--- src/rtl/hazard_track.sv ---
// ============================================================================
//  Module   : hazard_track
//  Brief    : Destination-register tracking through EX/MEM/WB, load-use hazard
//             detection with stall/bubble generation, memory-hold freeze,
//             branch-flush squash (deferred across hold) and a saturating
//             stall-cycle counter.
//  Revision : 1.0 - initial release
// ============================================================================
`default_nettype none

module hazard_track #(
    parameter int REG_W = 3,
    parameter int CNT_W = 8
) (
    input  logic             clk,
    input  logic             rst,
    input  logic [REG_W-1:0] rs1,
    input  logic [REG_W-1:0] rs2,
    input  logic             use_rs1,
    input  logic             use_rs2,
    input  logic [REG_W-1:0] rd,
    input  logic             reg_write,
    input  logic             mem_read,
    input  logic             hold,
    input  logic             flush,
    output logic [REG_W-1:0] rdEX,
    output logic [REG_W-1:0] rdMEM,
    output logic [REG_W-1:0] rdWB,
    output logic             vEX,
    output logic             vMEM,
    output logic             vWB,
    output logic             stall,
    output logic             bubble,
    output logic [CNT_W-1:0] stall_cnt
);

    localparam logic [REG_W-1:0] c_ZERO_REG = '0;
    localparam logic [CNT_W-1:0] c_CNT_MAX  = '1;

    // Slot state
    logic [REG_W-1:0] r_ex_rd;
    logic             r_ex_v;
    logic             r_ex_ld;
    logic [REG_W-1:0] r_mem_rd;
    logic             r_mem_v;
    logic [REG_W-1:0] r_wb_rd;
    logic             r_wb_v;
    logic             r_flush_pend;
    logic [CNT_W-1:0] r_stall_cnt;

    logic             w_rs1_hit;
    logic             w_rs2_hit;
    logic             w_load_use;
    logic             w_flush_eff;
    logic             w_stall;
    logic             w_bubble;
    logic             w_id_writes;

    // Hazard detection: a source of x0 never matches since x0 is not tracked
    always_comb begin
        w_rs1_hit   = use_rs1 && (rs1 != c_ZERO_REG) && (rs1 == r_ex_rd);
        w_rs2_hit   = use_rs2 && (rs2 != c_ZERO_REG) && (rs2 == r_ex_rd);
        w_load_use  = r_ex_v && r_ex_ld && (w_rs1_hit || w_rs2_hit);
        w_flush_eff = flush || r_flush_pend;
        // A squashed consumer needs no stall, so flush masks load-use here
        w_stall     = hold || (w_load_use && !w_flush_eff);
        w_bubble    = !hold && (w_load_use || w_flush_eff);
        w_id_writes = reg_write && (rd != c_ZERO_REG);
    end

    // Slot shift register and deferred flush; hold freezes everything
    always_ff @(posedge clk or posedge rst) begin
        if (rst) begin
            r_ex_rd      <= '0;
            r_ex_v       <= 1'b0;
            r_ex_ld      <= 1'b0;
            r_mem_rd     <= '0;
            r_mem_v      <= 1'b0;
            r_wb_rd      <= '0;
            r_wb_v       <= 1'b0;
            r_flush_pend <= 1'b0;
        end else if (hold) begin
            if (flush) begin
                r_flush_pend <= 1'b1;
            end
        end else begin
            r_wb_rd      <= r_mem_rd;
            r_wb_v       <= r_mem_v;
            r_mem_rd     <= r_ex_rd;
            r_mem_v      <= r_ex_v;
            r_flush_pend <= 1'b0;
            if (w_bubble) begin
                r_ex_rd <= '0;
                r_ex_v  <= 1'b0;
                r_ex_ld <= 1'b0;
            end else begin
                // Non-writing instructions keep a zero rd so slot compares stay clean
                r_ex_rd <= w_id_writes ? rd : c_ZERO_REG;
                r_ex_v  <= w_id_writes;
                r_ex_ld <= mem_read;
            end
        end
    end

    // Saturating count of stalled cycles
    always_ff @(posedge clk or posedge rst) begin
        if (rst) begin
            r_stall_cnt <= '0;
        end else if (w_stall && (r_stall_cnt != c_CNT_MAX)) begin
            r_stall_cnt <= r_stall_cnt + 1'b1;
        end
    end

    // Forwarding-facing views: invalid slots read as x0
    always_comb begin
        rdEX      = r_ex_v  ? r_ex_rd  : c_ZERO_REG;
        rdMEM     = r_mem_v ? r_mem_rd : c_ZERO_REG;
        rdWB      = r_wb_v  ? r_wb_rd  : c_ZERO_REG;
        vEX       = r_ex_v;
        vMEM      = r_mem_v;
        vWB       = r_wb_v;
        stall     = w_stall;
        bubble    = w_bubble;
        stall_cnt = r_stall_cnt;
    end

endmodule

`default_nettype wire

--- config.mk ---
export PLATFORM = sky130hd
export DESIGN_NAME = hazard_track
export DESIGN_NICKNAME = d
export VERILOG_FILES = /design/src/rtl/hazard_track.sv
export SDC_FILE = /design/constraint.sdc
export NUM_CORES = 1
export LEC_CHECK = 0
export BUFFER_PORTS_ARGS = -buffer_cell sky130_fd_sc_hd__buf_4
export CORE_MARGIN = 2
export CORE_UTILIZATION = 40
export DETAILED_ROUTE_END_ITERATION = 7
export HOLD_SLACK_MARGIN = 0.05
export PLACE_DENSITY = 0.69
export SETUP_SLACK_MARGIN = 0.2
export SYNTH_ARGS = -nofsm -noshare
export SYNTH_HDL_FRONTEND = slang
export SYNTH_SLANG_ARGS = --single-unit
--- constraint.sdc ---
create_clock -name clk -period 3.39 [get_ports clk]
set_input_delay 0.339 -clock clk [delete_from_list [all_inputs] [get_ports clk]]
set_output_delay 0.339 -clock clk [all_outputs]
set_load 0.01 [all_outputs]
==> impl_metrics.toml, run 1 <==
[outcome]
outcome = "complete, no violations"

[global_route]
antenna_found_initial = 0
grt_pass1_wl_um = 4980
grt_pass1_vias = 1093
grt_max_degree = 23
grt_usage = 0.183
gr-total-overflow = 0

[worst_setup_path]
required_ns = 3.05
start_kind = "flip-flop"
endpoint_kind = "output port"
crit_fanout = 7
worstSetupPathType = "reg2out"
r2r_slack_ns = 1.31
crit_arrival_ns = 1.94

[sta]
skew_ns = 0.00940
finalSetupViolCount = 0
max_freq_ghz = 0.438
fin_crit_ns = 2.28
fin_crit_sh = 0.673
hold_violations = 0
relSlewSlack = 0.442
maxSlewViolCount = 0
rsz0062_at_grt = "false"
tns_ns = 0
hold_ws_ns = 0.179
worst_pin_slew_ns = 0.836

[power]
power_density_nw_per_um2 = 573
seqPwrFrac = 0.423
peakVddDrop_mv = 0.179
power.internal_uw = 600
swShare = 0.345
combinationalPowerShare = 0.353
p_clk_frac = 0.225
p_sw_uw = 316
p_leak_nw = 0.733

[drt]
postRouteAntennaNets = 0
post-route-drc-count = 0
wl_per_cell_um = 14.7
wl_um = 2950
drt_iter0_drc = 34
firstDrtPassIters = 4
vias = 1126
viasPerCell = 5.63

[clocking]
clk_latency_ns = 0.31
cts_resized = 0
tritoncts = "built"
numClockSinks = 22
cts_buffers = 3
clockRootBuffer = "clkbuf_4"
path_clk_slew_ns = 0.14
htree_levels = 1
clockBufferDepth = 2
cts_setup_buffers = 0
holdBufCountCts = 0

[yosys]
synth_top_family_by_area = "simple AND/OR/NAND/NOR gates"
synth_seq_area_share = 0.440
synth_warnings = 0
synth-adder-area-share = 0.00999
synthSimpleGateAreaFrac = 0.222
synthMuxAreaShare = 0.0929
synth_seq_cells = 22
syn_avg_cell_area_um2 = 9.49
yosys.area_share.xor_xnor = 0.0350
synth_cell_type_count = 37
syn_inst = 132
syn_nets = 150
synth-compound-area-share = 0.161
netlist_area_um2 = 1250

[placement]
dp_hpwl_um = 2190
gp_congestion = 0.850
portBuffers = 38

[final_layout]
mostFrequentLayoutCell = "buf_4"
drive_gt1_frac = 0.341
area_delta_synth_final_pct = 27.5
layout_common_cells = "buf_4, dfrtp_1, nand2_1, and2_1, mux2_2"
diodes = 0
layout.nets = 186

[die]
die_y_um = 60.0
core_um2 = 3000
die_area_um2 = 3590
io_pins = 39
std_cell_rows = 20
die_w_um = 60.0
start_util = 0.417

[worst_hold_path]
worstHoldPathType = "in2async"

[flow_run]
drv_cap = 0
cell usage after synthesis, drive strengths merged:
cell type / n / area, um2
a31oi: 3 / 18.8
nand4: 6 / 37.5
and2: 11 / 70.1
a22oi: 1 / 7.51
o311ai: 1 / 8.76
a21oi: 5 / 25.0
o22a: 1 / 10.0
nor3: 4 / 20.0
nor2: 6 / 22.5
o21bai: 2 / 15.0
clkbuf: 4 / 15.0
a2bb2oi: 1 / 8.76
o31ai: 1 / 7.51
o21ai: 4 / 20.0
nand2: 17 / 63.8
nand3: 6 / 30.0
mux2: 10 / 116
o211ai: 2 / 15.0
dfrtp: 22 / 551
buf: 3 / 20.0
a31o: 3 / 35.0
ha: 1 / 12.5
or3: 3 / 18.8
a21boi: 1 / 7.51
nor4: 1 / 6.26
and4: 1 / 8.76
o22ai: 1 / 6.26
xnor2: 5 / 43.8
inv: 4 / 15.0
o21a: 2 / 16.3
worst max-delay path, stage by stage (launching register included):
cell,delay [ns]
dfrtp_1,0.49
xnor2_1,0.20
nand3_1,0.13
o22ai_1,0.35
a21boi_0,0.21
nor2_1,0.13
buf_4,0.13
per-stage QoR:
stage / cells / cell area, um2 / util / setup WS, ns / power, mW
floorplan: 132 / 1250 / - / 1.54 / 0.578
global placement: 196 / 1540 / 0.514 / 1.45 / 0.699
detailed placement: 196 / 1540 / 0.514 / 1.40 / 0.711
CTS: 200 / 1600 / 0.532 / 1.10 / 0.918
global route: 200 / 1600 / 0.532 / 0.913 / 0.972
finish: 200 / 1600 / 0.532 / 1.11 / 0.915
cell families after synthesis:
| logic type | count (synthesis) |
|---|---|
| flops | 22 |
| mux | 10 |
| buf+inv | 11 |
| compound gates | 28 |
| simple gates | 55 |
| fa+ha+maj | 1 |
| xor+xnor | 5 |
worst paths after layout:
path,start,end,cells after the start
max,r_ex_rd[1],bubble,6
min,rst,stall_cnt[1],2
max reg2reg,r_ex_rd[1],stall_cnt[4],5
min reg2reg,r_wb_rd[2],r_wb_rd[2],1
max in group asynchronous,rst,vMEM,2
min in group clk,mem_read,r_ex_ld,2
registers in the layout, indices dropped and copies added (netlist names):
name / flops
r_ex_rd: 3
vWB: 1
r_ex_ld: 1
vEX: 1
vMEM: 1
r_mem_rd: 3
stall_cnt: 8
r_flush_pend: 1
r_wb_rd: 3
final cells by class:
cell class,instances,area [um2]
inverter,4,15.0
clock buffer,3,22.5
timing repair buffer,38,285
sequential,22,551
fill,292,1410
tap,33,41.3
clock inverter,1,30.0
multi-input combinational,99,652
power groups by stage:
stage               Clock [mW]  Sequential, mW  Combinational, mW
finish                   0.206           0.387              0.323
CTS                      0.208           0.386              0.324
global placement             0           0.388              0.312
global route             0.216           0.399              0.357
detailed placement           0           0.392              0.319
floorplan                    0           0.385              0.193
layer usage:
metal  routed length, um  GRT usage  vias up  share of wire
li1                    -          -      544              -
met1                1370      0.257      532           0.46
met2                1370      0.287       44           0.46
met3                 166     0.0195        6          0.056
met4                  50     0.0762        0          0.017
met5                   0          0        -              0
No activity file was read; power rests on OpenSTA's default activity.
==> run 2: changes to the inputs <==
--- a/config.mk
+++ b/config.mk
@@ -5,12 +5,13 @@
 export SDC_FILE = /design/constraint.sdc
 export NUM_CORES = 1
 export LEC_CHECK = 0
+export ABC_AREA = 1
 export BUFFER_PORTS_ARGS = -buffer_cell sky130_fd_sc_hd__buf_4
 export CORE_MARGIN = 2
 export CORE_UTILIZATION = 40
 export DETAILED_ROUTE_END_ITERATION = 7
 export HOLD_SLACK_MARGIN = 0.05
-export PLACE_DENSITY = 0.69
+export PLACE_DENSITY = 0.72
 export SETUP_SLACK_MARGIN = 0.2
 export SYNTH_ARGS = -nofsm -noshare
 export SYNTH_HDL_FRONTEND = slang
==> constraint.sdc (replaced) <==
create_clock -name clk -period 1.9 [get_ports clk]
set_input_delay 0.19 -clock clk [delete_from_list [all_inputs] [get_ports clk]]
set_output_delay 0.19 -clock clk [all_outputs]
set_load 0.01 [all_outputs]
==> impl_metrics.toml, run 2 <==
[final_layout]
layout.nets = 241
drive_gt1_frac = 0.311
post-route-util = 0.560
layout_common_cells = "nand2_1, buf_4, inv_1, dfrtp_1, nand3_1"
diodes = 0
fin_area_um2 = 1680
largest_reg_flops = 8
multiInputGateArea_um2 = 574
nFillCells = 293
regArea_um2 = 554
final_cells = 255
mostFrequentLayoutCell = "nand2_1"
area_delta_synth_final_pct = 35.2

[clocking]
path_clk_slew_ns = 0.13
clockRootBuffer = "clkbuf_4"
htree_levels = 1
cts_buffers = 3
numClockSinks = 22
tritoncts = "built"
clk_latency_ns = 0.32
clockBufferDepth = 2

[worst_hold_path]
worstHoldPathType = "in2reg"
worstHoldStart = "flush"
holdPathStages = 3
hold_end = "r_flush_pend"

[sta]
relSlewSlack = 0.804
finalSetupViolCount = 0
skew_ns = 0.0113
hold_ws_ns = 0.112
fin_ws_ns = 0.176
fin_crit_ns = 1.72
max_freq_ghz = 0.580
worst_pin_slew_ns = 0.291
rsz0062_at_grt = "true"
hold_violations = 0
maxSlewViolCount = 0
tns_ns = 0
fin_crit_sh = 0.908

[worst_setup_path]
start_kind = "flip-flop"
crit_arrival_ns = 1.53
worstSetupPathType = "reg2out"
timing.rr.start = "r_ex_rd[1]"
r2r-end = "stall_cnt[1]"
endpoint_kind = "output port"
crit_fanout = 6
crit_path_cell_trace = "o21ai_1, nand2_1, nand3_1, nand2_2, nand2_2, nand2_2, nand2_2, inv_2, buf_6"
r2r_cells = 11
slowest_delay_ns = 0.47
r2r_slack_ns = 0.35
required_ns = 1.71
cpMostUsedCell = "nand2_2"
slowest_stage = "dfrtp_2"

[power]
swShare = 0.309
peakVddDrop_mv = 0.287
p_clk_frac = 0.266
p_leak_nw = 1.01
p_sw_uw = 420
power.internal_uw = 939
power_density_nw_per_um2 = 808
fin_total_pwr_mw = 1.36
seqPwrFrac = 0.465
combinationalPowerShare = 0.270

[drt]
vias = 1185
post-route-drc-count = 0
wl_um = 2640
wl_per_cell_um = 10.3
viasPerCell = 4.65
drt_iter0_drc = 27
postRouteAntennaNets = 0
firstDrtPassIters = 4

[global_route]
gr-total-overflow = 0
grt_pass1_vias = 979
antenna_found_initial = 0
grt_max_degree = 23
grt_pass1_wl_um = 4180
grt_usage = 0.156

[placement]
dp.cells = 245
gp_congestion = 0.753
place_area_um2 = 1560
portBuffers = 38
dp_hpwl_um = 1880
dp_slack_ns = 0.361

[yosys]
yosys-top-cells-area = "dfrtp_1, nand2_1, inv_1"
netlist_area_um2 = 1240
synthArstFlopShare = 1.00
yosysMostFrequentCell = "nand2_1"
synth-main-ff-cell = "dfrtp_1"
synth_warnings = 0
synth_seq_area_share = 0.442
synth.largest_area_cell = "dfrtp_1"
synth_seq_cells = 22
syn_inst = 177
synth_common_cells = "nand2_1, inv_1, dfrtp_1"
syn_nets = 195
synth_edf_count = 0
syn_avg_cell_area_um2 = 7.03
synth_cell_type_count = 23
yosys.area.top_type_share = 0.442

[die]
die_area_um2 = 3570
start_util = 0.415
core_um2 = 3000
std_cell_rows = 20
die_w_um = 59.8
die_y_um = 59.8
io_pins = 39

[outcome]
outcome = "complete, no violations"

[flow_run]
drv_cap = 0
[run 2: cell families (layout without fill, tap and decap cells)]
| family | after synthesis | in the layout | synth area share |
|---|---|---|---|
| simple gates | 105 | 105 | 0.357 |
| compound gates | 10 | 10 | 0.0472 |
| buf+inv | 34 | 79 | 0.109 |
| flops | 22 | 22 | 0.442 |
| fa+ha+maj | 1 | 1 | 0.0100 |
| xor+xnor | 5 | 5 | 0.0352 |
[run 2: repair_timing]
item,CTS,global route
setup endpoints to repair,2,9
endpoints found under the hold margin,22,0
hold buffers,1,0
pin swaps,3,2
resized for setup,9,5
buffers inserted,4,1
[run 2: worst max path at each step]
stage / start / endpoint / slack, ns / cells past startpoint
after floorplan: stall_cnt[0] / stall_cnt[2] / 0.46 / 7
after global placement: r_ex_rd[1] / bubble / 0.38 / 9
after detailed placement: stall_cnt[0] / stall_cnt[2] / 0.36 / 7
after CTS: r_ex_rd[2] / bubble / 0.14 / 11
after global routing: r_ex_rd[1] / bubble / 0.07 / 11
final: r_ex_rd[1] / bubble / 0.18 / 9
[run 2: critical path: cells and delay by family, from the launching register on]
| family | cells | cell delay [ns] |
|---|---|---|
| flops | 1 | 0.47 |
| simple gates | 6 | 0.46 |
| compound gates | 1 | 0.15 |
| buf+inv | 2 | 0.15 |
[run 2: final cells by class]
class                           instances  share of cell area
Multi-Input combinational cell        121               0.341
Sequential cell                        22               0.329
Timing Repair Buffer                   45               0.207
Inverter                               30              0.0669
Tap cell                               33              0.0245
Clock inverter                          1              0.0178
Clock buffer                            3              0.0134
[run 2: routing by layer]
layer,vias to the layer above,part of all wire,global-route usage
met5,-,0,0
met4,0,0.031,0.102
met3,6,0.031,0.0238
met2,25,0.48,0.239
met1,524,0.46,0.203
li1,630,-,-
[run 2: power by group through the flow]
stage,registers (mW),clock network [mW],logic [mW]
floorplan,0.645,0,0.177
global placement,0.639,0,0.347
detailed placement,0.639,0,0.351
CTS,0.631,0.369,0.369
global route,0.644,0.386,0.417
finish,0.632,0.361,0.367
==> run 3: changes to the inputs <==
--- a/config.mk
+++ b/config.mk
@@ -12,7 +12,9 @@
 export DETAILED_ROUTE_END_ITERATION = 7
 export HOLD_SLACK_MARGIN = 0.05
 export PLACE_DENSITY = 0.72
+export RECOVER_POWER = 100
 export SETUP_SLACK_MARGIN = 0.2
+export SLEW_MARGIN = 10
 export SYNTH_ARGS = -nofsm -noshare
 export SYNTH_HDL_FRONTEND = slang
 export SYNTH_SLANG_ARGS = --single-unit
==> impl_metrics.toml, run 3 (synthesized netlist as in run 2, its figures left out) <==
[placement]
gp_congestion = 0.753
portBuffers = 38
dp.cells = 245
dp_hpwl_um = 1880
place_area_um2 = 1560
dp_slack_ns = 0.361

[global_route]
grt_pass1_wl_um = 4180
grt_pass1_vias = 979
grt_max_degree = 23
antenna_found_initial = 0
gr-total-overflow = 0
grt_usage = 0.156

[drt]
drt_iter0_drc = 26
viasPerCell = 4.68
wl_um = 2640
postRouteAntennaNets = 0
post-route-drc-count = 0
vias = 1194
firstDrtPassIters = 4
wl_per_cell_um = 10.3

[final_layout]
multiInputGateArea_um2 = 572
mostFrequentLayoutCell = "nand2_1"
diodes = 0
regArea_um2 = 553
layout.nets = 241
area_delta_synth_final_pct = 27.4
drive_gt1_frac = 0.194
final_cells = 255
nFillCells = 309
largest_reg_flops = 8
post-route-util = 0.528
layout_common_cells = "nand2_1, inv_1, clkbuf_1, dfrtp_1, buf_4"
fin_area_um2 = 1590

[sta]
fin_ws_ns = 0.153
fin_crit_ns = 1.75
maxSlewViolCount = 0
fin_crit_sh = 0.919
tns_ns = 0
skew_ns = 0.00676
hold_violations = 0
worst_pin_slew_ns = 1.12
rsz0062_at_grt = "true"
finalSetupViolCount = 0
relSlewSlack = 0.251
max_freq_ghz = 0.573

[worst_setup_path]
crit_path_end = "bubble"
r2r_slack_ns = 0.22
slowest_stage = "dfrtp_1"
crit_arrival_ns = 1.56
worstSetupPathType = "reg2out"
cpMostUsedCell = "nand2_2"
timing.rr.start = "r_ex_rd[2]"
timing.critical_path.from = "r_ex_rd[2]"
r2r-end = "stall_cnt[1]"
path_buf_inv = 3
r2r_cells = 12
crit_family = "simple AND/OR/NAND/NOR gates"
start_kind = "flip-flop"
crit_fanout = 5
slowest_delay_ns = 0.47
worstSetupPathDepth = 11
crit_path_cell_trace = "inv_2, nand2_1, nand2_1, nor2_1, nand3_1, nand2_2, nand2_2, nand2_2, nand2_2, inv_2, buf_6"
required_ns = 1.71
endpoint_kind = "output port"

[clocking]
path_clk_slew_ns = 0.13
clockRootBuffer = "clkbuf_4"
clockBufferDepth = 2
cts_buffers = 3
clk_latency_ns = 0.31
numClockSinks = 22
htree_levels = 1
tritoncts = "built"

[power]
power_density_nw_per_um2 = 824
peakVddDrop_mv = 0.282
p_leak_nw = 0.919

[die]
start_util = 0.415
io_pins = 39
core_um2 = 3000
die_y_um = 59.8
die_area_um2 = 3570
std_cell_rows = 20
die_w_um = 59.8

[outcome]
outcome = "complete, no violations"

[flow_run]
drv_cap = 0

[worst_hold_path]
worstHoldPathType = "in2reg"
## run 3: cell types whose count changed in the layout (fill, tap and decap cells not counted)
cell      before  now
inv_2          8    7
buf_6          2    1
dfrtp_2        3    2
nor2_2         1    0
clkbuf_4       3    4
inv_1         22   23
o21ai_0        5    6
nor2_1         7    8
clkbuf_1       0   23
dfrtp_1       19   20
o21ai_1        2    1
buf_4         42   18
clkbuf_2       0    1
## run 3: worst register-to-register path, cell delays in order (launching register included)
cell      delay, ns
dfrtp_1        0.47
inv_2          0.07
nand2_1        0.06
nand2_1        0.04
nor2_1         0.08
nand3_1        0.09
nand2_2        0.10
nand3_2        0.09
nand2_4        0.08
clkbuf_2       0.22
nand2_2        0.14
nand2_1        0.09
nand2_1        0.05
## run 3: power breakdown
part           switching [mW]  internal [mW]
Clock                   0.148          0.213
Sequential             0.0907          0.540
Combinational           0.180          0.134
Total                   0.419          0.887
## run 3: final cells by class
class / count / area share
multi-input combinational: 121 / 0.360
sequential: 22 / 0.349
timing repair buffer: 45 / 0.161
inverter: 30 / 0.0710
tap: 33 / 0.0260
clock inverter: 1 / 0.0189
clock buffer: 3 / 0.0142
## run 3: worst min path at each step
| stage | depth (start not counted) | slack (ns) | to | start |
|---|---|---|---|---|
| global placement | 3 | 0.25 | stall_cnt[5] | rst |
| CTS | 3 | 0.11 | r_flush_pend | flush |
| detailed placement | 3 | 0.25 | stall_cnt[5] | rst |
| global route | 3 | 0.15 | r_ex_ld | mem_read |
| floorplan | 1 | 0.18 | r_ex_ld | rst |
| finish | 3 | 0.13 | r_flush_pend | flush |
## run 3: repair_timing
action,in CTS,in global routing
hold endpoints to repair,22,0
resized for setup,9,5
pin swaps,3,2
endpoints found under the setup margin,2,9
setup buffers,4,1
cloned,0,0
hold buffers,1,0
## run 3: per-layer routing
layer	GRT usage	routed length, um
met1	0.203	1180
met3	0.0238	116
met4	0.102	82
met2	0.239	1260
met5	0	0
## run 3: through the flow
step                      total power, mW  hold WS, ns
after global routing                 1.39        0.147
after global placement              0.985        0.247
after CTS                            1.37        0.112
after detailed placement            0.990        0.250
after floorplan                     0.822        0.179
final                                1.31        0.133
